==> src/rtl/mux_scan_pkg.sv <==
// Shared types and constants for the 4-channel mux scan controller.
package mux_scan_pkg;

    localparam int NUM_CH = 4;
    localparam int SEL_W  = 2;

    typedef enum logic [1:0] {
        IDLE   = 2'd0,
        SCAN   = 2'd1,
        OUTPUT = 2'd2
    } scan_state_t;

endpackage

==> src/rtl/mux_scan_ctrl_dwell_counter.sv <==
// Dwell counter: counts 0..DWELL_CYCLES-1 while enabled, wraps on terminal count.
module dwell_counter #(
    parameter  int DWELL_CYCLES = 4,
    localparam int CNT_W        = (DWELL_CYCLES > 1) ? $clog2(DWELL_CYCLES) : 1
) (
    input  logic clk,
    input  logic rst,
    input  logic clear,
    input  logic en,
    output logic tc
);

    logic [CNT_W-1:0] count_q;

    assign tc = (count_q == CNT_W'(DWELL_CYCLES - 1));

    always_ff @(posedge clk) begin
        if (rst || clear) begin
            count_q <= '0;
        end else if (en) begin
            count_q <= tc ? '0 : count_q + 1'b1;
        end
    end

endmodule

==> src/rtl/mux_scan_ctrl.sv <==
// Steps a 4x1 mux through all channels, holds each select for DWELL_CYCLES,
// captures the mux output per channel and hands the frame off with valid/ready.
module mux_scan_ctrl
    import mux_scan_pkg::*;
#(
    parameter int DWELL_CYCLES = 4
) (
    input  logic              clk,
    input  logic              rst,
    input  logic              start,
    input  logic              cont,
    output logic              s0,
    output logic              s1,
    input  logic              y_in,
    output logic [NUM_CH-1:0] frame,
    output logic              frame_valid,
    input  logic              frame_ready,
    output logic              busy
);

    scan_state_t       state_q, state_d;
    logic [SEL_W-1:0]  ch_q;
    logic [NUM_CH-1:0] frame_q;
    logic              load_scan;
    logic              dwell_tc;
    logic              last_ch;

    assign last_ch = (ch_q == SEL_W'(NUM_CH - 1));

    dwell_counter #(
        .DWELL_CYCLES(DWELL_CYCLES)
    ) u_dwell (
        .clk  (clk),
        .rst  (rst),
        .clear(load_scan),
        .en   (state_q == SCAN),
        .tc   (dwell_tc)
    );

    always_comb begin
        state_d     = state_q;
        load_scan   = 1'b0;
        {s1, s0}    = '0;
        frame_valid = 1'b0;
        busy        = 1'b1;
        case (state_q)
            IDLE: begin
                busy = 1'b0;
                if (start) begin
                    state_d   = SCAN;
                    load_scan = 1'b1;
                end
            end
            SCAN: begin
                {s1, s0} = ch_q;
                if (dwell_tc && last_ch) state_d = OUTPUT;
            end
            OUTPUT: begin
                frame_valid = 1'b1;
                // cont only matters at the handshake edge
                if (frame_ready) begin
                    if (cont) begin
                        state_d   = SCAN;
                        load_scan = 1'b1;
                    end else begin
                        state_d = IDLE;
                    end
                end
            end
            default: state_d = IDLE;
        endcase
    end

    always_ff @(posedge clk) begin
        if (rst) begin
            state_q <= IDLE;
            ch_q    <= '0;
            frame_q <= '0;
        end else begin
            state_q <= state_d;
            if (load_scan) begin
                ch_q <= '0;
            end else if (state_q == SCAN && dwell_tc) begin
                frame_q[ch_q] <= y_in;
                if (!last_ch) ch_q <= ch_q + 1'b1;
            end
        end
    end

    assign frame = frame_q;

endmodule

==> config.mk <==
export PLATFORM = sky130hd
export DESIGN_NAME = mux_scan_ctrl
export DESIGN_NICKNAME = d
export VERILOG_FILES = /design/src/rtl/mux_scan_pkg.sv /design/src/rtl/mux_scan_ctrl_dwell_counter.sv /design/src/rtl/mux_scan_ctrl.sv
export SDC_FILE = /design/constraint.sdc
export NUM_CORES = 1
export LEC_CHECK = 0
export CORE_AREA = 2 2 39 41
export CTS_CLUSTER_DIAMETER = 150
export DETAILED_ROUTE_END_ITERATION = 8
export DIE_AREA = 0 0 41 43
export GPL_ROUTABILITY_DRIVEN = 0
export PLACE_DENSITY = 0.74
export SYNTH_ARGS = -nofsm -noshare
export SYNTH_HDL_FRONTEND = slang
export SYNTH_SLANG_ARGS = --single-unit
==> constraint.sdc <==
create_clock -name clk -period 1.7 [get_ports clk]
set_input_delay 0.425 -clock clk [delete_from_list [all_inputs] [get_ports clk]]
set_output_delay 0.425 -clock clk [all_outputs]
set_load 0.02 [all_outputs]
==> reports/results.ini <==
[critical_path]
crit_path_max_incr_delay_ns = 0.34
crit_buf_inv = 2
crit_path_start = state_q[0]
cp_slowest_cell = dlygate4sd2_1
crit_path_end_kind = output pin
worstSetupStartpointType = flop
required_ns = 1.27
cp_top_family = buffers and inverters
timing.rr.start = ch_q[0]
arrival_ns = 1.20
crit_chain = buf_4, nor2b_2, dlygate4sd2_1
path_class = flop to output pin
path_max_fanout = 7

[detailed_routing]
wl_per_cell_um = 11.7
first_iter_violations = 7
via_per_inst = 4.89
drt.antenna.violating_nets = 0
routed_wl_um = 1060
drc = 0
num_vias = 445
drtPass1Iterations = 4

[logic_synthesis]
synth_fa_ha_area_share_pct = 12.1
ys.flop_type = dfxtp_1
seq_area_frac_synth_pct = 38.7
yosys_warnings = 0
netlist_area_um2 = 517
synth-xor-area-share_pct = 1.69
ys_types = 17
synthSimpleGateAreaFrac_pct = 28.1
synth_cells = 52
synth_edf_count = 0
syn-num-nets = 63
yosysTopAreaCell = dfxtp_1
synth_top_area_share_pct = 38.7
ys_seq_elements = 10
async_flop_share_pct = 0
syn_avg_cell_area_um2 = 9.94
synth_area_leaders = dfxtp_1 39%, mux2i_1 14%, ha_1 12%
synth_top_family_by_area = simple AND/OR/NAND/NOR gates
synth-compound-area-share_pct = 4.36
netlist_top_cells_count = 10 x dfxtp_1, 10 x nor2_1, 7 x mux2i_1, 5 x ha_1, 4 x nand4b_1
synthMuxAreaShare_pct = 13.6

[timing]
period_minus_slack_ns = 1.63
hold_viol = 0
worst_slew_pin_slew_ns = 0.261
rsz0062_at_grt = false
fmax_mhz = 615
slew_violations = 0
setup_tns_ns = 0
fin_crit_sh_pct = 95.6
holdWs_ns = 0.499
setup_viol = 0
slew_headroom_pct = 82.5
skew_ns = 0.00197

[cts]
cts_tree = done
clockRootBuffer = clkbuf_4
ctsHoldBuffers = 0
clockBufferDepth = 2
post_cts_resized = 4
insertion_delay_ns = 0.26
post_cts_buffers = 0
cts.sinks = 10
clk_pin_slew_ns = 0.07
numCtsBuffers = 3
htree_levels = 1

[power]
powerDensity_mw_per_mm2 = 693
leakage_nw = 0.336
vdd_drop_max_v = 0.000497
total_power_mw = 0.510

[hold_path]
hp-class = flop to flop
hold_start = frame[1]

[global_route]
grt_max_degree = 8
antenna_found_initial = 0
grt_pass1_wl_um = 1670
grt_usage_pct = 14.3
grt_overflow = 0
grt_pass1_vias = 409

[floorplanning]
initial_core_util_pct = 37.3
io_pins = 14
core_area_mm2 = 0.00138
die_w_um = 41
rows = 14
die_y_um = 43
die_area_mm2 = 0.00176

[cells_and_area]
fin_util_pct = 53.2
drive_above_1_share_pct = 20.0
areaGrowthSynthToFinish_pct = 42.4
num_antenna_cells = 0
nNetsFinal = 87

[placed_design]
hpwl_um = 836
portBuffers = 13

[flow_run]
maxCapViolCount = 0

[outcome]
outcome = completed

[path summary, 6_finish.rpt]
check	depth (start not counted)	slack (ns)	endpoint
worst max register to register	5	0.33	ch_q[1]
worst max-delay path	3	0.07	frame_valid
worst min register to register	2	0.50	frame[1]
worst min-delay path	2	0.50	frame[1]
[tightest hold or removal path: cells and delay by family, from the launching register on]
family	cells	cell delay, ns
muxes	1	0.07
and+or+nand+nor	1	0.07
DFF	1	0.33
[registers in the layout, indices dropped and copies added (netlist names)]
signal           flops
ch_q                 2
frame                4
u_dwell.count_q      2
state_q              2
[area by class of cell]
class	instances	area (um^2)
fillers	127	648
multi-input cells	40	309
flip-flops and latches	10	200
repair buffers	19	163
inverters	2	7.51
clock buffers	4	36.3
well taps	16	20.0
[report_power, final]
group / total, mW / internal [mW] / switching (mW)
sequential: 0.241 / 0.238 / 0.00249
clock: 0.214 / 0.130 / 0.0844
combinational: 0.0550 / 0.0303 / 0.0247
total: 0.510 / 0.398 / 0.112
[through the flow]
step	std cells	setup slack, ns	instance area [um^2]
final	91	0.0745	736
after global routing	91	0.0143	736
after CTS	91	0.0105	743
after detailed placement	87	0.0252	712
after global placement	87	0.0603	712
after floorplan	52	0.342	517
[per-layer routing]
metal	share of wire, %	GRT usage [%]	vias to the layer above	wire length [um]
li1	-	-	228	-
met2	45	20.6	11	477
met4	0.85	8.00	0	9
met5	0	0	-	0
met3	4.8	4.71	2	51
met1	49	18.0	204	524
[placed cells by master (no fill, tap or decap)]
cell,count
buf_4,6
or2_2,1
nor3b_1,1
clkbuf_4,3
nand4b_1,4
xnor2_1,1
dfxtp_1,10
clkbuf_8,1
nor2_1,10
a211o_1,1
nand2b_1,1
and4bb_1,1
clkdlybuf4s50_1,9
and2_1,3
a221oi_1,1
nand2_1,1
a21oi_1,1
nor2b_2,2
inv_1,2
ha_1,5
clkbuf_2,2
dlygate4sd2_1,2
mux2i_1,7
[cell families (layout without fill, tap and decap cells)]
family | Yosys count | in the layout
compound gates | 3 | 3
xor+xnor | 1 | 1
fa+ha+maj | 5 | 5
buf+inv | 2 | 25
flops | 10 | 10
mux | 7 | 7
simple gates | 24 | 24
(Power assumes the default switching activity.)
